**config.mk**
```make
export PLATFORM = sky130hd
export DESIGN_NAME = mdio_cmd_arbiter
export DESIGN_NICKNAME = d
export VERILOG_FILES = /design/src/rtl/mdio_pkg.sv /design/src/rtl/mdio_rr_arbiter.sv /design/src/rtl/mdio_cmd_arbiter.sv
export SDC_FILE = /design/constraint.sdc
export NUM_CORES = 1
export LEC_CHECK = 0
export CAP_MARGIN = 20
export CELL_PAD_IN_SITES_DETAIL_PLACEMENT = 1
export CELL_PAD_IN_SITES_GLOBAL_PLACEMENT = 1
export CORE_ASPECT_RATIO = 0.8
export CORE_MARGIN = 4
export CORE_UTILIZATION = 35
export CTS_CLUSTER_SIZE = 16
export DETAILED_ROUTE_END_ITERATION = 8
export MAX_ROUTING_LAYER = met4
export PLACE_DENSITY_LB_ADDON = 0.25
export REMOVE_ABC_BUFFERS = 1
export SLEW_MARGIN = 40
export SYNTH_ARGS = -nofsm -noshare
export SYNTH_HDL_FRONTEND = slang
export SYNTH_HIERARCHICAL = 1
export SYNTH_SLANG_ARGS = --single-unit
```
**constraint.sdc**
```tcl
create_clock -name iclk_100m -period 4.3 [get_ports iclk_100m]
set_input_delay 0.645 -clock iclk_100m [delete_from_list [all_inputs] [get_ports iclk_100m]]
set_output_delay 0.645 -clock iclk_100m [all_outputs]
set_load 0.01 [all_outputs]
```
**src/rtl/mdio_pkg.sv**
```systemverilog
// Shared encodings, state type and field widths for the MDIO command arbiter.
package mdio_pkg;

  localparam logic [1:0] MDIO_OP_READ  = 2'b01;
  localparam logic [1:0] MDIO_OP_WRITE = 2'b10;

  localparam int PHY_ADDR_W = 5;
  localparam int REG_ADDR_W = 5;
  localparam int DATA_W     = 16;

  typedef enum logic [1:0] {IDLE, ISSUE, WAIT_FIN, DONE} mdio_state_e;

  function automatic logic op_is_valid(input logic [1:0] op);
    return (op == MDIO_OP_READ) || (op == MDIO_OP_WRITE);
  endfunction

endpackage

```
**src/rtl/mdio_rr_arbiter.sv**
```systemverilog
// Combinational round-robin pick: first set request at or above rr_ptr, wrapping.
module mdio_rr_arbiter #(
  parameter int N_REQ = 4,
  parameter int IDX_W = (N_REQ > 1) ? $clog2(N_REQ) : 1
) (
  input  logic [N_REQ-1:0] req,
  input  logic [IDX_W-1:0] rr_ptr,
  output logic [N_REQ-1:0] grant,
  output logic [IDX_W-1:0] grant_idx,
  output logic             grant_vld
);

  int               pos;
  logic [IDX_W-1:0] pos_idx;

  always_comb begin
    grant     = '0;
    grant_idx = '0;
    grant_vld = 1'b0;
    pos       = 0;
    pos_idx   = '0;
    for (int i = 0; i < N_REQ; i++) begin
      pos     = (int'(rr_ptr) + i) % N_REQ;
      pos_idx = IDX_W'(pos);
      if (!grant_vld && req[pos_idx]) begin
        grant_vld      = 1'b1;
        grant[pos_idx] = 1'b1;
        grant_idx      = pos_idx;
      end
    end
  end

endmodule

```
**src/rtl/mdio_cmd_arbiter.sv**
```systemverilog
// Round-robin sharing of one mdio_interface master among N_REQ command requesters.
// state    | meaning
// IDLE     | wait for master idle and a request; grant winner, latch its command
// ISSUE    | pulse o_operation_begin, clear timeout timer
// WAIT_FIN | wait for finish (capture read data) or timeout
// DONE     | pulse o_req_done with rdata/err, advance rr_ptr past winner
module mdio_cmd_arbiter
  import mdio_pkg::*;
#(
  parameter int N_REQ          = 4,
  parameter int TIMEOUT_CYCLES = 20000,
  parameter int TMR_W          = 16
) (
  input  logic                       iclk_100m,
  input  logic                       sys_rst_n,
  input  logic [N_REQ-1:0]           i_req,
  input  logic [2*N_REQ-1:0]         i_req_op,
  input  logic [PHY_ADDR_W*N_REQ-1:0] i_req_phy_addr,
  input  logic [REG_ADDR_W*N_REQ-1:0] i_req_reg_addr,
  input  logic [DATA_W*N_REQ-1:0]    i_req_wdata,
  output logic [N_REQ-1:0]           o_req_grant,
  output logic [N_REQ-1:0]           o_req_done,
  output logic [DATA_W-1:0]          o_req_rdata,
  output logic                       o_req_err,
  output logic [1:0]                 o_operation,
  output logic [PHY_ADDR_W-1:0]      o_phy_addr,
  output logic [REG_ADDR_W-1:0]      o_reg_addr,
  output logic [DATA_W-1:0]          o_master_write_data,
  output logic                       o_operation_begin,
  input  logic [DATA_W-1:0]          i_master_read_data,
  input  logic                       i_master_read_data_valid,
  input  logic                       i_operation_finish,
  input  logic                       i_mdio_master_busy
);

  localparam int PTR_W = (N_REQ > 1) ? $clog2(N_REQ) : 1;

  mdio_state_e       state;
  logic [PTR_W-1:0]  rr_ptr;
  logic [PTR_W-1:0]  cur_idx;
  logic [1:0]        cur_op;
  logic [TMR_W-1:0]  timer;
  logic [DATA_W-1:0] rdata_q;
  logic              err_q;

  logic [N_REQ-1:0]  win_onehot;
  logic [PTR_W-1:0]  win_idx;
  logic              win_vld;
  logic [1:0]        win_op;

  mdio_rr_arbiter #(
    .N_REQ (N_REQ),
    .IDX_W (PTR_W)
  ) u_rr_arbiter (
    .req       (i_req),
    .rr_ptr    (rr_ptr),
    .grant     (win_onehot),
    .grant_idx (win_idx),
    .grant_vld (win_vld)
  );

  assign win_op = i_req_op[2*win_idx +: 2];

  always_ff @(posedge iclk_100m or negedge sys_rst_n) begin
    if (!sys_rst_n) begin
      state               <= IDLE;
      rr_ptr              <= '0;
      cur_idx             <= '0;
      cur_op              <= '0;
      timer               <= '0;
      rdata_q             <= '0;
      err_q               <= 1'b0;
      o_req_grant         <= '0;
      o_req_done          <= '0;
      o_req_rdata         <= '0;
      o_req_err           <= 1'b0;
      o_operation         <= '0;
      o_phy_addr          <= '0;
      o_reg_addr          <= '0;
      o_master_write_data <= '0;
      o_operation_begin   <= 1'b0;
    end else begin
      o_req_grant       <= '0;
      o_req_done        <= '0;
      o_req_rdata       <= '0;
      o_req_err         <= 1'b0;
      o_operation_begin <= 1'b0;
      case (state)
        IDLE: begin
          if (!i_mdio_master_busy && win_vld) begin
            o_req_grant <= win_onehot;
            cur_idx     <= win_idx;
            cur_op      <= win_op;
            rdata_q     <= '0;
            // invalid ops complete with error and never touch the master
            if (op_is_valid(win_op)) begin
              o_operation         <= win_op;
              o_phy_addr          <= i_req_phy_addr[PHY_ADDR_W*win_idx +: PHY_ADDR_W];
              o_reg_addr          <= i_req_reg_addr[REG_ADDR_W*win_idx +: REG_ADDR_W];
              o_master_write_data <= i_req_wdata[DATA_W*win_idx +: DATA_W];
              err_q               <= 1'b0;
              state               <= ISSUE;
            end else begin
              err_q <= 1'b1;
              state <= DONE;
            end
          end
        end
        ISSUE: begin
          o_operation_begin <= 1'b1;
          timer             <= '0;
          state             <= WAIT_FIN;
        end
        WAIT_FIN: begin
          if (i_master_read_data_valid) rdata_q <= i_master_read_data;
          if (i_operation_finish) begin
            err_q <= 1'b0;
            state <= DONE;
          end else if (timer == TMR_W'(TIMEOUT_CYCLES - 1)) begin
            err_q <= 1'b1;
            state <= DONE;
          end else begin
            timer <= timer + 1'b1;
          end
        end
        DONE: begin
          o_req_done  <= N_REQ'(1) << cur_idx;
          o_req_err   <= err_q;
          o_req_rdata <= (cur_op == MDIO_OP_READ) ? rdata_q : '0;
          rr_ptr      <= (cur_idx == PTR_W'(N_REQ - 1)) ? '0 : cur_idx + 1'b1;
          state       <= IDLE;
        end
        default: state <= IDLE;
      endcase
    end
  end

endmodule

```
==> results of run 1 <==
-- worst max-delay path, cell delays in order --
cell and delay [ps]:
clkdlybuf4s50_1 500, mux4_2 640, and2b_2 310, o21ai_0 150
o31ai_4 110, buf_4 510, mux4_2 630, o21ai_0 190
o21ai_0 100
-- cells in the final DEF (no fill, tap or decap), drive strengths merged, types with 5 or more instances in the layout --
master / n
clkdlybuf4s50: 189
dfrtp: 95
nand2: 57
mux4: 33
mux2: 31
o21ai: 29
and2: 27
inv: 17
ha: 15
nor2: 12
clkbuf: 9
a22oi: 8
buf: 8
mux2i: 7
xor2: 6
nand4: 6
nor4: 6
a21oi: 5
-- cell families (layout without fill, tap and decap cells) --
logic type / count (synthesis) / in the layout / synth area share (%)
compound gates: 63 / 63 / 8.01
xor+xnor: 7 / 7 / 1.18
fa+ha+maj: 15 / 15 / 3.61
buf+inv: 35 / 226 / 3.97
flops: 95 / 95 / 45.7
mux: 71 / 71 / 23.9
simple gates: 134 / 134 / 13.6
-- worst max path at each step --
stage	end	cells past startpoint
finish	o_operation[0]	9
global route	o_operation[0]	9
CTS	o_operation[0]	9
detailed placement	o_master_write_data[6]	8
global placement	o_operation[0]	9
floorplan	o_master_write_data[0]	8
-- area by class of cell --
| class | count | area share [%] |
|---|---|---|
| Clock inverter | 7 | 0.797 |
| Sequential cell | 95 | 31.5 |
| Timing Repair Buffer | 197 | 26.0 |
| Tap cell | 184 | 3.05 |
| Inverter | 13 | 0.648 |
| Clock buffer | 9 | 2.99 |
| Multi-Input combinational cell | 290 | 35.0 |
-- flip-flops by register name (all words and copies together), names as in the netlist --
name and count:
o_master_write_data 16, o_req_rdata 16, rdata_q 16, timer 16, o_phy_addr 5, o_reg_addr 5, o_req_done 4, o_req_grant 4
cur_idx 2, cur_op 2, o_operation 2, rr_ptr 2, state 2, err_q 1, o_operation_begin 1, o_req_err 1
-- metal layers --
| layer | wire [microns] | global-route usage (%) |
|---|---|---|
| met1 | 5900 | 21.8 |
| met2 | 7730 | 33.2 |
| met3 | 1100 | 5.65 |
| met4 | 167 | 3.42 |
| met5 | 0 | - |
-- cell usage after synthesis, drive strengths merged (3+ instances only) --
cell / instances / area (sq um)
and2: 27 / 171
a21oi: 5 / 25.0
inv: 13 / 48.8
a31oi: 3 / 18.8
mux2i: 7 / 70.1
nor2: 12 / 45.0
xor2: 6 / 52.6
ha: 15 / 188
a22o: 3 / 26.3
nor3: 3 / 15.0
dfrtp: 95 / 2380
nand2: 57 / 214
mux4: 33 / 754
nand3: 4 / 20.0
o21ai: 29 / 145
mux2: 31 / 420
and3: 4 / 25.0
nor4: 6 / 37.5
nand4: 6 / 37.5
clkbuf: 10 / 41.3
nand2b: 4 / 25.0
buf: 11 / 108
a22oi: 8 / 60.1
-- where the power goes --
group          total [mW]  switching [mW]  leakage [nW]  internal, mW
Combinational        2.77            1.29          1.83          1.48
Sequential           1.36           0.185          1.23          1.17
Clock               0.760           0.358         0.131         0.402
Total                4.88            1.83          3.19          3.05
-- per-stage QoR --
| step | power (mW) | hold slack, ps | setup TNS [ps] | setup slack [ps] |
|---|---|---|---|---|
| 6_report | 4.88 | 276 | 0 | 716 |
| 2_1_floorplan | 3.18 | 349 | -76810 | -2470 |
| 3_3_place_gp | 4.05 | 454 | 0 | 517 |
| 3_5_place_dp | 4.17 | 457 | 0 | 369 |
| 5_1_grt | 5.26 | 316 | 0 | 504 |
| 4_1_cts | 4.96 | 424 | 0 | 676 |
==> run metrics, run 1 <==
status=finished clean; antenna violations before repair=0; clock sink count=95; Root Buffer=clkbuf_16; Detailed Place HPWL=roughly 12,000 microns; top-level I/O count=191; First-pass DRT Iterations=4; post-route ant nets=0; crit path from=i_req[2]; FF+latch count, synth=95; CP Data Arrival Time=3800 ps; number of diodes=0; DR vias/cell=5.09; Port-buffer cells=190; Worst-Margin Slew=~690 ps; Register-to-Register Path Depth=10; Initial Utilization=36.1%; synth warn=6; via count=between 4k and 5k; async set or reset register ratio after synthesis=100%; worst r2r dst=o_operation[0]; max-slew violations=0; Post-synth EDFFs=0; pwr/cell area=around 650 mW/mm^2; clk buf depth=2; number of cell rows=39; CP required=approximately 4500 ps; Final period util=83.3%; clk_lat worst skew=340 ps; largest net degree at the start of global routing=65; CP Class=in -> reg; ratio of cells with drive above 1 in the final layout=roughly 15%; CTS tree=done; Layout Cells excl Fill=795; filler cell count=1,494; Worst setup SP type=input port; Design Area, Final=0.00754 sq mm; maximum net fanout on the critical path=29; number of global-route vias before repair=around 4.6k; setup violation total in the final timing report=0; Tot GR Track Use=18.9%; peak supply drop=271 uV; FMAX=between 200 and 300 MHz; GP Congestion=between 0.8 and 0.9; clk_skew=9.25 ps; Placed Cells=a little under 800; Core Region=~0.014 sq mm; hold buffers post-CTS=0; Synth Flop Type=dfrtp_1; worst rel slew slack=53.7%; Nets=758; LEAKAGE=roughly 3.2 nW; RSZ-0062 raised after global routing=false; Seq/Total Area, Yosys=45.7%; Total Wirelength=14,900 microns; Cell Area, Synth=0.00520 sq mm; DP Area=between 0.007 and 0.008 sq mm; Sequential cell area=0.00238 sq mm; wire per inst=18.7 microns; Die ar.=0.0169 sq mm; CTS resizes=0; first-pass GRT wire length=roughly 24,000 microns; CTS Buf Count=9; Multi-input gate area=0.00264 sq mm; Synth cell types=54; # DRC=0; chip height=117 microns; Mapped Cells=420; Worst-path clk slew=70 ps; Layout Area Growth over Synthesis=44.9%; Final Hold Fails=0; final core occ=52.4%; CP endpoint kind=flop; die span in x=144 microns; syn_area_per_cell=about 12 sq um; Initial DRC Count=172; reg2reg start=rr_ptr[1]; Post-CTS Setup Inserts=0; grt ovf=0; worst min path class=in -> async; register-to-register path setup slack=around 890 ps; H-tree Lvls=3; maxcap violations=0; post-route minimum period=3580 ps
No activity file was read; power rests on OpenSTA's default activity.
==> run 2: changes to the inputs <==
==> constraint.sdc (replaced) <==
create_clock -name iclk_100m -period 3.6 [get_ports iclk_100m]
set_input_delay 0.54 -clock iclk_100m [delete_from_list [all_inputs] [get_ports iclk_100m]]
set_output_delay 0.54 -clock iclk_100m [all_outputs]
set_load 0.01 [all_outputs]
==> run metrics, run 2 (synthesis gave the netlist of run 1 again) <==
Placement Setup Slack=33.7 ps (was 369 ps); met3 wire len=955 microns (was 1100 microns); number of global-route vias before repair=4,623 (was 4,647); Tot GR Track Use=18.9% (about the same); pwr/cell area=784 mW/mm^2 (was 648 mW/mm^2); Register-to-Register Path Depth=9 (was 10); GP Congestion=0.814 (was 0.848); status=finished clean (unchanged); setup slack after layout=370 ps (was 716 ps); CTS Buf Count=9 (unchanged); chip height=117 microns (unchanged); worst min path class=in -> async (unchanged); Post-CTS Setup Inserts=0 (unchanged); Initial Utilization=36.1% (unchanged); Port-buffer cells=190 (unchanged); ratio of cells with drive above 1 in the final layout=16.7% (was 15.4%); worst r2r dst=o_master_write_data[0] (was o_operation[0]); number of diodes=0 (unchanged); first-pass GRT wire length=24,300 microns (about the same); DP Area=0.00734 sq mm (was 0.00724 sq mm); maximum net fanout on the critical path=27 (was 29); Nets=769 (was 758); grt ovf=0 (unchanged); Detailed Place HPWL=11,700 microns (about the same); Total Power=5.99 mW (was 4.88 mW); clk buf depth=2 (unchanged); post-route minimum period=approximately 3200 ps; CP Class=in -> reg (unchanged); # DRC=0 (unchanged); Initial DRC Count=178 (was 172); Final Hold Fails=0 (unchanged); Core Region=0.0144 sq mm (unchanged); worst rel slew slack=54.5% (was 53.7%); clock sink count=95 (unchanged); CP required=3830 ps (was 4510 ps); highest metal used=met4 (unchanged); register-to-register path setup slack=410 ps (was 890 ps); wire per inst=18.5 microns (was 18.7 microns); First-pass DRT Iterations=4 (unchanged); clk_skew=9.02 ps (was 9.25 ps); reg2reg start=rr_ptr[1] (unchanged); H-tree Lvls=3 (unchanged); CP Data Arrival Time=3460 ps (was 3800 ps); CTS resizes=0 (unchanged); Worst-Margin Slew=682 ps (was 688 ps); die span in x=144 microns (unchanged); wl on met1=6050 microns (was 5900 microns); Final period util=89.7%; largest net degree at the start of global routing=88 (was 65); via count=4,137 (was 4,050); top-level I/O count=191 (unchanged); CTS tree=done (unchanged); commonest cells after routing, fill and taps aside=clkdlybuf4s50_1, dfrtp_1, nand2_1 (unchanged); FMAX=310 MHz; hold buffers post-CTS=0 (unchanged); Design Area, Final=0.00764 sq mm (was 0.00754 sq mm); number of cell rows=39 (unchanged); clk_lat worst skew=340 ps (about the same); Die ar.=0.0169 sq mm (unchanged); Worst-path clk slew=70 ps (about the same); LEAKAGE=3.25 nW (was 3.19 nW); peak supply drop=403 uV (was 271 uV); most common cell after layout, fill and taps aside=clkdlybuf4s50_1 (unchanged); Root Buffer=clkbuf_16 (unchanged); Total Wirelength=14,900 microns (about the same); antenna violations before repair=0 (unchanged); Layout Area Growth over Synthesis=46.9% (was 44.9%); setup violation total in the final timing report=0 (unchanged); DR vias/cell=5.13 (was 5.09); CP endpoint kind=flop (unchanged); Worst setup SP type=input port (unchanged); post-route ant nets=0 (unchanged); max-slew violations=0 (unchanged); RSZ-0062 raised after global routing=false (unchanged); maxcap violations=0 (unchanged); metal2 WL=7570 microns (was 7730 microns)
run 2: cell count changes in the layout (fill, tap and decap cells not counted), sizes merged:
| cell | change |
|---|---|
| clkbuf | +1 |
| buf | +10 |
| clkinv | +2 |
| inv | -2 |
run 2: worst max-delay path, cell delays in order:
cell and delay (ps):
clkdlybuf4s50_1 480, mux4_2 510, buf_4 190, o311ai_0 430
a32o_1 230, mux4_2 210, and2_4 450, mux2_2 390
run 2: metal layers:
metal / vias to the layer above / GRT usage, %
met5: - / -
met4: 0 / 4.66
met3: 19 / 4.91
met2: 144 / 32.9
met1: 2041 / 22.1
li1: 1933 / -
run 2: worst max-delay path by stage:
stage / start / slack, ps / cells past startpoint / to
after floorplan: rr_ptr[0] / -3170 / 8 / o_master_write_data[0]
final: i_req[2] / 370 / 8 / o_master_write_data[0]
after global placement: i_req[3] / 150 / 10 / err_q
after global routing: i_req[2] / 230 / 9 / o_operation[0]
after detailed placement: i_req[2] / 30 / 9 / o_master_write_data[0]
after CTS: i_req[0] / 390 / 9 / o_master_write_data[0]
run 2: through the flow:
step / instances / hold WS, ps / utilization [%] / setup TNS (ps)
final: 806 / 237 / 53.1 / 0
after global routing: 806 / 287 / 53.1 / 0
after CTS: 806 / 290 / 53.0 / 0
after detailed placement: 790 / 462 / 51.0 / 0
after global placement: 790 / 452 / 51.0 / 0
after floorplan: 398 / 244 / - / -99910
run 2: where the power goes:
part	switching (mW)	leakage [nW]	internal [mW]	total, mW
clock network	0.440	0.133	0.483	0.922
logic	1.56	1.89	1.89	3.45
registers	0.216	1.23	1.40	1.61
total	2.22	3.25	3.77	5.99
run 2: cell type report:
type | instances | area (sq um)
Clock buffer | 9 | 225
Clock inverter | 7 | 67.6
Multi-Input combinational cell | 290 | 2640
Timing Repair Buffer | 208 | 2050
Sequential cell | 95 | 2380
Fill cell | 1478 | 6760
Tap cell | 184 | 230
Inverter | 13 | 48.8
==> run 3: changes to the inputs <==
--- a/config.mk
+++ b/config.mk
@@ -6,7 +6,7 @@
 export NUM_CORES = 1
 export LEC_CHECK = 0
 export CAP_MARGIN = 20
-export CELL_PAD_IN_SITES_DETAIL_PLACEMENT = 1
+export CELL_PAD_IN_SITES_DETAIL_PLACEMENT = 0
 export CELL_PAD_IN_SITES_GLOBAL_PLACEMENT = 1
 export CORE_ASPECT_RATIO = 0.8
 export CORE_MARGIN = 4
==> run metrics, run 3 (synthesis gave the netlist of run 1 again) <==
Comb power frac=57.2% (was 57.6%); CTS resizes=0 (unchanged); Register-to-Register Path Depth=10 (was 9); Clk pwr share=15.8% (was 15.4%); chip height=117 microns (unchanged); DR vias/cell=4.98 (was 5.13); Post-CTS Setup Inserts=0 (unchanged); Top Family by Delay on Critical Path=multiplexers (unchanged); Nets=769 (unchanged); CP max-delay cell=mux4_2 (unchanged); First-pass DRT Iterations=5 (was 4); RSZ-0062 raised after global routing=false (unchanged); maximum net fanout on the critical path=27 (unchanged); worst min path class=in -> async (unchanged); largest net degree at the start of global routing=88 (unchanged); Root Buffer=clkbuf_16 (unchanged); clk_lat worst skew=340 ps (about the same); CP required=3830 ps (about the same); Initial Utilization=36.1% (unchanged); Sw Ratio=36.4% (was 37.0%); CP endpoint kind=flop (unchanged); Final period util=89.3% (was 89.7%); top-level I/O count=191 (unchanged); Layout Area Growth over Synthesis=47.1% (was 46.9%); Initial DRC Count=218 (was 178); Crit path depth=9 (was 8); via count=4,011 (was 4,137); number of global-route vias before repair=4,180 (was 4,623); Worst setup SP type=input port (unchanged); ratio of cells with drive above 1 in the final layout=16.7% (unchanged); worst rel slew slack=53.3% (was 54.5%); CTS tree=done (unchanged); clk buf depth=2 (unchanged); CP Data Arrival Time=3440 ps (was 3460 ps); Port-buffer cells=190 (unchanged); slowest stage delay, CP=500 ps (was 510 ps); grt ovf=0 (unchanged); clock sink count=95 (unchanged); WP buf/inv=2 (unchanged); FMAX=311 MHz (was 310 MHz); LEAKAGE=3.27 nW (was 3.25 nW); # DRC=0 (unchanged); CP Class=in -> reg (unchanged); clk_skew=6.65 ps (was 9.02 ps); H-tree Lvls=3 (unchanged); Die ar.=0.0169 sq mm (unchanged); Core Region=0.0144 sq mm (unchanged); sequential power share=27.0% (about the same); antenna violations before repair=0 (unchanged); Cell Chain, Critical Path=clkdlybuf4s50_1 > mux4_2 > buf_4 > nor4b_4 > nor2_1 > a32o_1 > mux4_2 > and2_4 > mux2_2 (was clkdlybuf4s50_1 > mux4_2 > buf_4 > o311ai_0 > a32o_1 > mux4_2 > and2_4 > mux2_2); Worst-path clk slew=70 ps (about the same); number of cell rows=39 (unchanged); first-pass GRT wire length=21,100 microns (was 24,300 microns); Tot GR Track Use=16.5% (was 18.9%); status=finished clean (unchanged); Detailed Place HPWL=10,300 microns (was 11,700 microns); Hold WS=233 ps (was 237 ps); commonest cells after routing, fill and taps aside=clkdlybuf4s50_1, dfrtp_1, nand2_1 (unchanged); CTS Buf Count=9 (unchanged); GP Congestion=0.814 (unchanged); post-route minimum period=3220 ps (was 3230 ps); wire per inst=16.6 microns (was 18.5 microns); switching power=2.16 mW (was 2.22 mW); met3 wire len=835 microns (was 955 microns); wl on met1=5690 microns (was 6050 microns); Placed Cells=790 (unchanged); max-slew violations=0 (unchanged); setup violation total in the final timing report=0 (unchanged); filler cell count=1,228 (was 1,478); Worst-Margin Slew=700 ps (was 682 ps); post-route ant nets=0 (unchanged); die span in x=144 microns (unchanged); most common cell after layout, fill and taps aside=clkdlybuf4s50_1 (unchanged); Final Hold Fails=0 (unchanged); Total Wirelength=13,400 microns (was 14,900 microns); internal power=3.78 mW (was 3.77 mW); pwr/cell area=777 mW/mm^2 (was 784 mW/mm^2); cell with the most instances on the worst path=mux4_2 (unchanged); hold buffers post-CTS=0 (unchanged); number of diodes=0 (unchanged); maxcap violations=0 (unchanged); Layout Cells excl Fill=806 (unchanged); metal2 WL=6770 microns (was 7570 microns); peak supply drop=377 uV (was 403 uV); highest metal used=met4 (unchanged)
==> run 3: changes by cell type in the layout (fill, tap and decap cells not counted), sizes merged <==
cell | previous run | this run
clkinvlp | 3 | 1
clkinv | 2 | 3
inv | 15 | 16
==> run 3: worst reg2reg max path, delay by kind of cell (launching register included) <==
kind	cells	cell delay (ps)
adder cells (fa/ha/maj)	1	370
AO/OA/AOI/OAI	1	240
flip-flops	1	340
multiplexers	3	980
buffers and inverters	2	260
AND/OR/NAND/NOR	3	830
==> run 3: per-stage QoR <==
stage / TNS [ps] / power [mW] / setup WS (ps) / area, sq um / util (%)
floorplan: -99910 / 3.79 / -3170 / 5040 / -
global placement: 0 / 4.99 / 151 / 7330 / 51.0
detailed placement: 0 / 5.07 / 26.9 / 7340 / 51.0
CTS: 0 / 6.05 / 402 / 7640 / 53.1
global route: 0 / 6.38 / 243 / 7650 / 53.1
finish: 0 / 5.94 / 385 / 7650 / 53.1
==> run 3: path summary, 6_finish.rpt <==
path / from / endpoint / slack [ps]
worst min register to register: rdata_q[2] / rdata_q[2] / 470
min in group iclk_100m: rdata_q[2] / rdata_q[2] / 470
worst max-delay path: i_req[2] / o_master_write_data[5] / 380
max in group asynchronous: sys_rst_n / timer[1] / 2700
worst min-delay path: sys_rst_n / o_req_grant[0] / 230
worst max register to register: rr_ptr[1] / o_master_write_data[5] / 460
==> run 3: area by class of cell <==
type | instances | area, sq um | share of cell area [%]
tap | 184 | 230 | 3.01
multi-input combinational | 290 | 2640 | 34.5
clock buffer | 9 | 225 | 2.94
timing repair buffer | 208 | 2050 | 26.8
sequential | 95 | 2380 | 31.1
clock inverter | 7 | 77.6 | 1.01
inverter | 13 | 48.8 | 0.638
==> run 3: layer usage <==
layer | up-vias | track usage, %
met5 | - | -
met3 | 7 | 4.35
met2 | 151 | 29.2
met1 | 1915 | 19.1
met4 | 0 | 3.17
li1 | 1938 | -
==> run 3: power by group through the flow <==
stage	combinational, mW	sequential [mW]	clock (mW)
after floorplan	2.09	1.71	0
after global placement	3.38	1.61	0
after detailed placement	3.45	1.62	0
after CTS	3.46	1.61	0.982
after global routing	3.71	1.65	1.02
final	3.40	1.60	0.941
